$ cat config.mk
export PLATFORM = sky130hd
export DESIGN_NAME = fetch_unit
export DESIGN_NICKNAME = d
export VERILOG_FILES = /design/src/rtl/cpu_pkg.sv /design/src/rtl/instr_fields.sv /design/src/rtl/fetch_unit.sv
export SDC_FILE = /design/constraint.sdc
export NUM_CORES = 1
export LEC_CHECK = 0
export BUFFER_PORTS_ARGS = -buffer_cell sky130_fd_sc_hd__clkbuf_2
export CAP_MARGIN = 5
export CORE_MARGIN = 10
export CORE_UTILIZATION = 49
export CTS_CLUSTER_SIZE = 25
export DETAILED_ROUTE_END_ITERATION = 16
export MAX_ROUTING_LAYER = met4
export PLACE_DENSITY = 0.8
export SKIP_LAST_GASP = 1
export SYNTH_ARGS = -nofsm -noshare
export SYNTH_HDL_FRONTEND = slang
export SYNTH_SLANG_ARGS = --single-unit
export TNS_END_PERCENT = 1
$ cat constraint.sdc
create_clock -name clk -period 2.3 [get_ports clk]
set_clock_uncertainty 0.1 [all_clocks]
set_input_delay 0 -clock clk [delete_from_list [all_inputs] [get_ports clk]]
set_output_delay 0 -clock clk [all_outputs]
set_load 0.05 [all_outputs]
$ cat src/rtl/cpu_pkg.sv
// Shared types and constants for the CPU front end: fetch state encoding,
// instruction field layout and the multiply-detect helper.
package cpu_pkg;

  localparam int          INSTR_W     = 32;
  localparam logic [31:0] PC_STEP     = 32'd4;
  localparam logic [31:0] PC_READ_OFS = 32'd8;
  localparam logic [3:0]  MUL_PATTERN = 4'b1001;
  localparam logic [1:0]  OP_DP       = 2'b00;
  localparam logic [1:0]  OP_MEM      = 2'b01;
  localparam logic [1:0]  OP_BR       = 2'b10;

  typedef enum logic [1:0] {
    RST_HOLD = 2'd0,
    FETCH    = 2'd1,
    VALID    = 2'd2
  } fetch_state_t;

  // Multiply lives in the data-processing space: register operand form with
  // the 1001 marker in bits [7:4]; the immediate form reuses those bits.
  function automatic logic is_mul(input logic [INSTR_W-1:0] instr);
    return (instr[27:26] == OP_DP) && !instr[25] && (instr[7:4] == MUL_PATTERN);
  endfunction

endpackage

$ cat src/rtl/instr_fields.sv
// Combinational split of a 32-bit instruction into the decoder's input fields.
// Shared by the fetch stage and any later pipelined decode stage.
module instr_fields
  import cpu_pkg::*;
(
  input  logic [INSTR_W-1:0] instr,
  output logic [3:0]         cond,
  output logic [1:0]         op,
  output logic [5:0]         funct,
  output logic [3:0]         rd,
  output logic               mul
);

  assign cond  = instr[31:28];
  assign op    = instr[27:26];
  assign funct = instr[25:20];
  assign rd    = instr[15:12];
  assign mul   = is_mul(instr);

  // Operand fields are consumed by the register file, not by this split.
  logic unused_operand_bits;
  assign unused_operand_bits = ^{instr[19:16], instr[11:8], instr[3:0]};

endmodule

$ cat src/rtl/fetch_unit.sv
// Instruction-fetch stage: holds the PC, fetches over a req/ack port, latches
// the instruction and hands its decoder fields downstream with valid/ready.
module fetch_unit
  import cpu_pkg::*;
#(
  parameter logic [31:0] RESET_PC = 32'h0000_0000,
  parameter int          CNT_W    = 32
) (
  input  logic               clk,
  input  logic               rst_n,
  output logic               imem_req,
  output logic [31:0]        imem_addr,
  input  logic               imem_ack,
  input  logic [31:0]        imem_rdata,
  output logic               instr_valid,
  input  logic               instr_ready,
  input  logic               pc_src,
  input  logic [31:0]        pc_target,
  output logic [31:0]        instr,
  output logic [3:0]         Cond,
  output logic [1:0]         Op,
  output logic [5:0]         Funct,
  output logic [3:0]         Rd,
  output logic               Mul,
  output logic [31:0]        pc_plus8,
  output logic [CNT_W-1:0]   fetch_count
);

  localparam logic [31:0] RESET_PC_ALIGNED = {RESET_PC[31:2], 2'b00};

  fetch_state_t state, state_nxt;
  logic [31:0]  pc;
  logic [31:0]  pc_nxt;
  logic         accept;
  logic         capture;

  always_comb begin
    // NOTE: every output of this block gets a default first so no path
    // leaves a signal unassigned and infers a latch.
    state_nxt   = state;
    imem_req    = 1'b0;
    instr_valid = 1'b0;
    accept      = 1'b0;
    capture     = 1'b0;
    unique case (state)
      RST_HOLD: state_nxt = FETCH;
      FETCH: begin
        imem_req = 1'b1;
        if (imem_ack) begin
          capture   = 1'b1;
          state_nxt = VALID;
        end
      end
      VALID: begin
        instr_valid = 1'b1;
        if (instr_ready) begin
          accept    = 1'b1;
          state_nxt = FETCH;
        end
      end
      default: state_nxt = RST_HOLD;
    endcase
  end

  // Redirect targets are forced word-aligned; sequential fetch wraps mod 2^32.
  assign pc_nxt = pc_src ? {pc_target[31:2], 2'b00} : pc + PC_STEP;

  // NOTE: sequential state uses non-blocking assignments so every register
  // samples the pre-edge values regardless of statement order.
  always_ff @(posedge clk or negedge rst_n) begin
    if (!rst_n) state <= RST_HOLD;
    else        state <= state_nxt;
  end

  always_ff @(posedge clk or negedge rst_n) begin
    if (!rst_n)      pc <= RESET_PC_ALIGNED;
    else if (accept) pc <= pc_nxt;
  end

  always_ff @(posedge clk or negedge rst_n) begin
    if (!rst_n)       instr <= '0;
    else if (capture) instr <= imem_rdata;
  end

  always_ff @(posedge clk or negedge rst_n) begin
    if (!rst_n)      fetch_count <= '0;
    else if (accept) fetch_count <= fetch_count + CNT_W'(1);
  end

  assign imem_addr = pc;
  assign pc_plus8  = pc + PC_READ_OFS;

  instr_fields u_fields (
    .instr (instr),
    .cond  (Cond),
    .op    (Op),
    .funct (Funct),
    .rd    (Rd),
    .mul   (Mul)
  );

  // The low target bits are architecturally ignored.
  logic unused_target_bits;
  assign unused_target_bits = ^pc_target[1:0];

endmodule

==> flow_summary.json, run 1 <==
{
  "outcome": "finished, final reports clean",
  "top_usage_layer": "met2",
  "hp-class": "input port to async pin",
  "setup_slack_ns": 0.007699,
  "synth-seq-cells": 96,
  "htree_levels": 3,
  "met2_usage": 0.4184,
  "power.density_nw_per_um2": 1388,
  "syn_area_um2": 5479,
  "timing.max_cap.violations": 0,
  "path_class": "flop to output port",
  "fp.dieW_um": 125.7,
  "timing.setup.tns_ns": 0,
  "yosysMostFrequentCell": "dfrtp_1",
  "dpl_worst_slack_ns": 0.2296,
  "synth_area_leaders": "dfrtp_1 (44%), xnor2_1 (6.7%), mux2_2 (6.6%), nand4_1 (3.5%), buf_4 (2.9%)",
  "cts_made_buffers": 9,
  "p_leak_nw": 3.732,
  "min_period_ns": 2.292,
  "wl_per_cell_um": 20.00,
  "syn-instance-count": 565,
  "worstSkewPairLatency_ns": 0.38,
  "endpoint_kind": "output port",
  "dpl_cell_area_um2": 6885,
  "die_y_um": 125.7,
  "nFillCells": 747,
  "yosysUniqueCellTypes": 62,
  "cp.arrival_ns": 2.19,
  "post-synth-top-area-cell": "dfrtp_1",
  "rsz0062_at_grt": "true",
  "regArea_um2": 2405,
  "clkSlewWorstSetupHoldPaths_ns": 0.10,
  "post-route-cell-area_um2": 7829,
  "fin_crit_sh": 0.9967,
  "synth_edf_count": 0,
  "multi_input_area_um2": 2872,
  "met1_usage": 0.2991,
  "grt_util_met3": 0.04027,
  "fmax_ghz": 0.4362,
  "report.final.setup_viol": 0,
  "vias": 5716,
  "synth_seq_area_share": 0.4385,
  "grt-ovfl-total": 0,
  "cts_setup_buffers": 0,
  "synth_top_cell_area_share": 0.4385,
  "grt.total_usage": 0.2468,
  "yosysWarnings": 0,
  "grt_pass1_wl_um": 31470,
  "clock_sinks": 96,
  "viasPerCell": 5.803,
  "drc": 0,
  "die_area_um2": 15810,
  "grt_max_degree": 48,
  "finalWeightedCongestion": 0.8843,
  "initial_core_util": 0.5032,
  "core_area_um2": 10890,
  "cp-start-kind": "flop",
  "tightest_slew_ns": 0.8374,
  "drive_gt1_frac": 0.3953,
  "synth_commonest_cells": "dfrtp_1 (96), xnor2_1 (42), nand2_1 (37), nor2_1 (36), mux2_2 (32)",
  "synthArstFlopShare": 1.000,
  "fin_nets": 912,
  "antenna_found_initial": 0,
  "final_antenna_net_count": 0,
  "drt_iter0_drc": 670,
  "synth_flop_cell": "dfrtp_1",
  "firstDrtPassIters": 5,
  "cts_tree": "done",
  "detailed_place_hpwl_um": 13950,
  "max_slew_margin": 0.4411,
  "ctsLongestPathBuffers": 2,
  "wirelength_um": 19700,
  "synthToLayoutAreaGrowth_pct": 42.89,
  "diodes": 0,
  "drv_slew": 0,
  "avgSynthCellArea_um2": 9.697,
  "peakVddDrop_mv": 1.425,
  "grt_pass1_vias": 5661,
  "finalHoldViolations": 0,
  "required_ns": 2.20,
  "critPathMaxFanout": 5,
  "num_io_pins": 216,
  "cts-root-buf": "clkbuf_8",
  "portBuffers": 209,
  "num_rows": 38
}
sequential cells by signal, summed over array words and instances (netlist names):
signal,cells
imem_addr,30
fetch_count,32
state,2
instr,32
logic make-up (layout without fill, tap and decap cells):
family	after synthesis	count (layout)	share of synthesized area
buffers and inverters	73	350	0.06645
XOR/XNOR	58	58	0.09271
AO/OA/AOI/OAI	83	83	0.1044
multiplexers	33	33	0.06760
other	1	4	0.0006844
flip-flops	96	96	0.4385
AND/OR/NAND/NOR	218	218	0.2229
adder cells (fa/ha/maj)	3	3	0.006852
final cells by class:
class | instances | area share
clock buffers | 11 | 0.01806
repair buffers | 320 | 0.2679
clock inverters | 5 | 0.01103
multi-input cells | 399 | 0.3668
flip-flops and latches | 96 | 0.3072
inverters | 14 | 0.006712
well taps | 140 | 0.02237
placed cells by master, fill, tap and decap left out, types with 6 or more instances in the layout:
cell,n
nand3_1,28
o21ai_0,17
dlygate4sd3_1,64
inv_1,14
buf_4,47
mux2_2,32
xnor2_2,10
nand2_1,37
and3_1,11
nand4_1,31
a31oi_1,6
and4_1,12
a21oi_1,16
nor2_1,36
xnor2_1,32
dfrtp_1,94
nor4_1,10
clkbuf_2,199
xor2_1,14
clkbuf_8,10
nor3_1,14
critical path, stage by stage, from the launching register on:
cell      delay (ns)
dfrtp_1         0.44
nand2_1         0.15
or4_4           0.55
nor3_2          0.24
xnor2_1         0.17
clkbuf_4        0.27
power breakdown:
group	total (mW)	leakage, nW	internal [mW]	switching, mW
registers	2.80	1.19	2.23	0.572
clock network	1.28	0.115	0.653	0.624
logic	6.79	2.42	1.79	5.00
total	10.9	3.73	4.67	6.20
what timing repair did:
item / in CTS / in global routing
hold buffers: 64 / 0
endpoints found under the setup margin: 9 / 16
gates resized for setup: 5 / 21
pin swaps: 0 / 0
endpoints found under the hold margin: 158 / 0
metrics by stage:
step | hold slack, ns | power (mW) | std cells | util
after floorplan | -0.3956 | 7.730 | 568 | -
after global placement | -0.1213 | 9.247 | 905 | 0.6324
after detailed placement | -0.1153 | 9.375 | 905 | 0.6324
after CTS | 0.01248 | 10.75 | 985 | 0.7134
after global routing | 0.04830 | 11.31 | 985 | 0.7190
final | 0.009726 | 10.87 | 985 | 0.7190
metal layers:
metal / vias to the layer above / part of all wire / wire length (µm)
met4: 0 / 0.020 / 388
met1: 2750 / 0.41 / 8005
li1: 2577 / - / -
met2: 335 / 0.50 / 9862
met3: 54 / 0.073 / 1442
met5: - / 0 / 0
path summary, 6_finish.rpt:
| kind | startpoint | endpoint | slack (ns) | depth (start not counted) |
|---|---|---|---|---|
| worst max-delay path | imem_addr[19] | pc_plus8[31] | 0.008 | 5 |
| worst min-delay path | rst_n | fetch_count[19] | 0.01 | 2 |
| worst max register to register | imem_addr[3] | imem_addr[20] | 0.29 | 5 |
| worst min register to register | fetch_count[31] | fetch_count[31] | 0.38 | 1 |
| max in group asynchronous | rst_n | instr[3] | 1.41 | 3 |
| min in group clk | pc_target[29] | imem_addr[29] | 0.02 | 4 |
Power figures use the tool's default switching activity.
==> run 2, diff against run 1 <==
--- a/config.mk
+++ b/config.mk
@@ -13,6 +13,7 @@
 export DETAILED_ROUTE_END_ITERATION = 16
 export MAX_ROUTING_LAYER = met4
 export PLACE_DENSITY = 0.8
+export SETUP_SLACK_MARGIN = 0.1
 export SKIP_LAST_GASP = 1
 export SYNTH_ARGS = -nofsm -noshare
 export SYNTH_HDL_FRONTEND = slang
==> flow_summary.json, run 2 (synthesized netlist as in run 1, its figures left out) <==
{
  "reg2reg_slack_ns": 0.19,
  "fin_hold_ws_ns": 0.01536,
  "fmax_ghz": 0.4392,
  "cp.arrival_ns": 2.18,
  "worstSkewPairLatency_ns": 0.38,
  "viasPerCell": 5.682,
  "rsz0062_at_grt": "true",
  "final_util": 0.7503,
  "initial_core_util": 0.5032,
  "tightest_slew_ns": 0.7745,
  "p_leak_nw": 3.873,
  "diodes": 0,
  "whs_path_depth": 3,
  "min_to": "imem_addr[27]",
  "drive_gt1_frac": 0.4327,
  "vias": 5693,
  "report.final.setup_viol": 0,
  "finalWeightedCongestion": 0.9646,
  "outcome": "finished, final reports clean",
  "cts-root-buf": "clkbuf_8",
  "detailed_place_hpwl_um": 14200,
  "cp.buffers_inverters": 2,
  "grt-ovfl-total": 0,
  "die_area_um2": 15810,
  "grt.total_usage": 0.2508,
  "grt_max_degree": 48,
  "drc": 0,
  "firstDrtPassIters": 5,
  "fin_cells": 1002,
  "drt_iter0_drc": 403,
  "num_rows": 38,
  "power.density_nw_per_um2": 1344,
  "timing.setup.tns_ns": 0,
  "die_y_um": 125.7,
  "r2r_cells": 6,
  "clkSlewWorstSetupHoldPaths_ns": 0.11,
  "wl_per_cell_um": 19.96,
  "clock_sinks": 96,
  "critPathMaxFanout": 9,
  "htree_levels": 3,
  "grt_pass1_wl_um": 31800,
  "portBuffers": 209,
  "setup_slack_ns": 0.02292,
  "cts_tree": "done",
  "layout_common_cells": "clkbuf_2 (196), dfrtp_1 (86), dlygate4sd3_1 (64)",
  "wirelength_um": 20000,
  "fin_nets": 929,
  "grt_pass1_vias": 5717,
  "cp-start-kind": "flop",
  "synthToLayoutAreaGrowth_pct": 49.10,
  "hp-class": "input port to flop",
  "r2r-end": "imem_addr[29]",
  "antenna_found_initial": 0,
  "regToRegStartpoint": "imem_addr[4]",
  "fp.dieW_um": 125.7,
  "worstHoldStart": "pc_target[27]",
  "dpl_worst_slack_ns": 0.1605,
  "fin_crit_sh": 0.9900,
  "ctsLongestPathBuffers": 2,
  "core_area_um2": 10890,
  "worst_path_max_delay_cell": "dfrtp_2",
  "finalHoldViolations": 0,
  "min_period_ns": 2.277,
  "crit_chain": "buf_4 > nand4_1 > nor3_2 > nand3_1 > xnor2_2 > clkbuf_2",
  "drv_slew": 0,
  "final_common_cell": "clkbuf_2",
  "placedCellCount": 909,
  "required_ns": 2.20,
  "critical_path.top_delay_family": "simple AND/OR/NAND/NOR gates",
  "cpPeakStageDelay_ns": 0.40,
  "timing.max_cap.violations": 0,
  "path_class": "flop to output port",
  "num_io_pins": 216,
  "endpoint_kind": "output port",
  "peakVddDrop_mv": 1.358,
  "max_slew_margin": 0.4831,
  "final_antenna_net_count": 0,
  "cts_made_buffers": 9
}
run 2: worst min-delay path, stage by stage:
cell and delay [ns]:
clkbuf_2 0.08, o32ai_1 0.27, a221oi_1 0.09
run 2: worst max path at each step:
stage	from	endpoint	slack, ns	cells after the start
2_1_floorplan	imem_addr[6]	pc_plus8[20]	-0.06	5
3_3_place_gp	imem_addr[4]	pc_plus8[15]	0.17	6
3_5_place_dp	imem_addr[4]	pc_plus8[15]	0.16	6
4_1_cts	imem_addr[4]	pc_plus8[17]	0.03	7
5_1_grt	imem_addr[4]	pc_plus8[23]	-0.08	8
6_report	imem_addr[10]	pc_plus8[30]	0.02	6
run 2: metal layers:
metal / track usage / wire length, µm / up-vias
met5: - / 0 / -
met4: 0.06430 / 314 / 0
met3: 0.05243 / 1567 / 28
met2: 0.4131 / 9912 / 304
met1: 0.3083 / 8206 / 2733
li1: - / - / 2628
run 2: where the power goes:
| group | internal [mW] | switching (mW) |
|---|---|---|
| registers | 2.24 | 0.522 |
| clock network | 0.425 | 0.684 |
| logic | 1.98 | 5.13 |
run 2: layout make-up:
| type | count | area [µm²] |
|---|---|---|
| Clock inverter | 7 | 72.57 |
| Timing Repair Buffer | 337 | 2271 |
| Tap cell | 140 | 175.2 |
| Multi-Input combinational cell | 399 | 3059 |
| Fill cell | 740 | 2719 |
| Inverter | 14 | 52.55 |
| Clock buffer | 9 | 123.9 |
| Sequential cell | 96 | 2415 |
run 2: timing repair:
action	4_1_cts	5_1_grt
hold buffers	64	0
resized for setup	30	10
pin swaps	5	5
buffers inserted	11	2
setup endpoints to repair	19	21
hold endpoints to repair	110	0
run 2: through the flow:
step,power (mW),cell area [µm²]
floorplan,7.864,5768
global placement,9.391,7091
detailed placement,9.481,7091
CTS,10.90,8125
global route,11.43,8169
finish,10.98,8169
==> run 3, diff against run 2 <==
--- a/config.mk
+++ b/config.mk
@@ -7,7 +7,7 @@
 export LEC_CHECK = 0
 export BUFFER_PORTS_ARGS = -buffer_cell sky130_fd_sc_hd__clkbuf_2
 export CAP_MARGIN = 5
-export CORE_MARGIN = 10
+export CORE_MARGIN = 3
 export CORE_UTILIZATION = 49
 export CTS_CLUSTER_SIZE = 25
 export DETAILED_ROUTE_END_ITERATION = 16
==> flow_summary.json, run 3 (synthesized netlist as in run 1, its figures left out) <==
{
  "critPathMaxFanout": 5,
  "hp-class": "input port to flop",
  "cp-start-kind": "flop",
  "dpl_cell_area_um2": 7068,
  "synthToLayoutAreaGrowth_pct": 49.55,
  "grt-ovfl-total": 0,
  "vias": 5763,
  "nFillCells": 681,
  "initial_core_util": 0.5168,
  "drv_slew": 0,
  "antenna_found_initial": 0,
  "final_common_cell": "clkbuf_2",
  "final_antenna_net_count": 0,
  "peakVddDrop_mv": 1.125,
  "p_leak_nw": 3.872,
  "num_io_pins": 216,
  "grt_max_degree": 65,
  "finalHoldViolations": 0,
  "post-route-cell-area_um2": 8194,
  "clkSlewWorstSetupHoldPaths_ns": 0.10,
  "fin_hold_ws_ns": 0.02880,
  "layout_common_cells": "clkbuf_2 (193), dfrtp_1 (84), dlygate4sd3_1 (63), buf_4 (63), nand2_1 (35)",
  "wirelength_um": 18180,
  "cts_made_buffers": 9,
  "path_class": "flop to output port",
  "drt_iter0_drc": 529,
  "portBuffers": 209,
  "required_ns": 2.20,
  "viasPerCell": 5.780,
  "endpoint_kind": "output port",
  "grt_pass1_vias": 5684,
  "finalWeightedCongestion": 0.9145,
  "num_rows": 37,
  "tightest_slew_ns": 0.8427,
  "cts_tree": "done",
  "fin_crit_sh": 0.9884,
  "cts-root-buf": "clkbuf_8",
  "worstSkewPairLatency_ns": 0.37,
  "die_area_um2": 12490,
  "fmax_ghz": 0.4399,
  "fin_nets": 928,
  "diodes": 0,
  "cp.arrival_ns": 2.17,
  "timing.max_cap.violations": 0,
  "ctsLongestPathBuffers": 2,
  "rsz0062_at_grt": "true",
  "placedCellCount": 901,
  "htree_levels": 3,
  "outcome": "finished, final reports clean",
  "drive_gt1_frac": 0.4390,
  "fin_cells": 997,
  "timing.setup.tns_ns": 0,
  "core_area_um2": 10600,
  "detailed_place_hpwl_um": 12250,
  "power.density_nw_per_um2": 1338,
  "power_mw": 10.96,
  "grt.total_usage": 0.2882,
  "drc": 0,
  "wl_per_cell_um": 18.24,
  "min_period_ns": 2.273,
  "fp.dieW_um": 111.7,
  "report.final.setup_viol": 0,
  "firstDrtPassIters": 6,
  "max_slew_margin": 0.4382,
  "grt_pass1_wl_um": 28770,
  "die_y_um": 111.7,
  "clock_sinks": 96
}
run 3: timing repair:
| action | in CTS | in global routing |
|---|---|---|
| buffers inserted | 6 | 11 |
| resized for setup | 27 | 26 |
| endpoints found under the setup margin | 20 | 20 |
| endpoints found under the hold margin | 124 | 0 |
| pin swaps | 5 | 9 |
| hold buffers | 63 | 0 |
run 3: final cells by class:
cell class / instances / area (µm²) / share of cell area
Inverter: 14 / 52.55 / 0.006413
Clock inverter: 7 / 71.32 / 0.008704
Tap cell: 136 / 170.2 / 0.02077
Clock buffer: 9 / 123.9 / 0.01512
Sequential cell: 96 / 2417 / 0.2950
Timing Repair Buffer: 336 / 2263 / 0.2762
Multi-Input combinational cell: 399 / 3095 / 0.3778
run 3: critical path, cell delays in order (launching register included):
cell and delay, ns:
dfrtp_1 0.52, nand4_1 0.27, buf_4 0.24, nor3_2 0.23
nand2_1 0.14, xnor2_2 0.16, clkbuf_4 0.26
run 3: worst paths after layout:
kind | slack [ns] | startpoint | depth (start not counted) | to
max in group asynchronous | 1.26 | rst_n | 3 | imem_addr[18]
min in group asynchronous | 0.16 | rst_n | 2 | imem_addr[3]
max | 0.03 | imem_addr[6] | 6 | pc_plus8[22]
min | 0.03 | pc_target[29] | 4 | imem_addr[29]
min reg2reg | 0.40 | fetch_count[31] | 1 | fetch_count[31]
max reg2reg | 0.17 | imem_addr[3] | 7 | imem_addr[28]
run 3: metal layers:
layer / routed length (µm) / global-route usage
met4: 650 / 0.1200
met3: 1525 / 0.04185
met5: 0 / -
met2: 8992 / 0.4672
met1: 7012 / 0.3631
run 3: where the power goes:
group | switching [mW] | internal [mW]
combinational | 5.02 | 2.02
clock | 0.686 | 0.432
sequential | 0.562 | 2.24
run 3: per-stage QoR:
stage | setup WS [ns] | utilization
5_1_grt | -0.09350 | 0.7729
3_3_place_gp | 0.2027 | 0.6667
3_5_place_dp | 0.1598 | 0.6667
6_report | 0.02673 | 0.7729
2_1_floorplan | -0.06374 | -
4_1_cts | 0.03398 | 0.7584
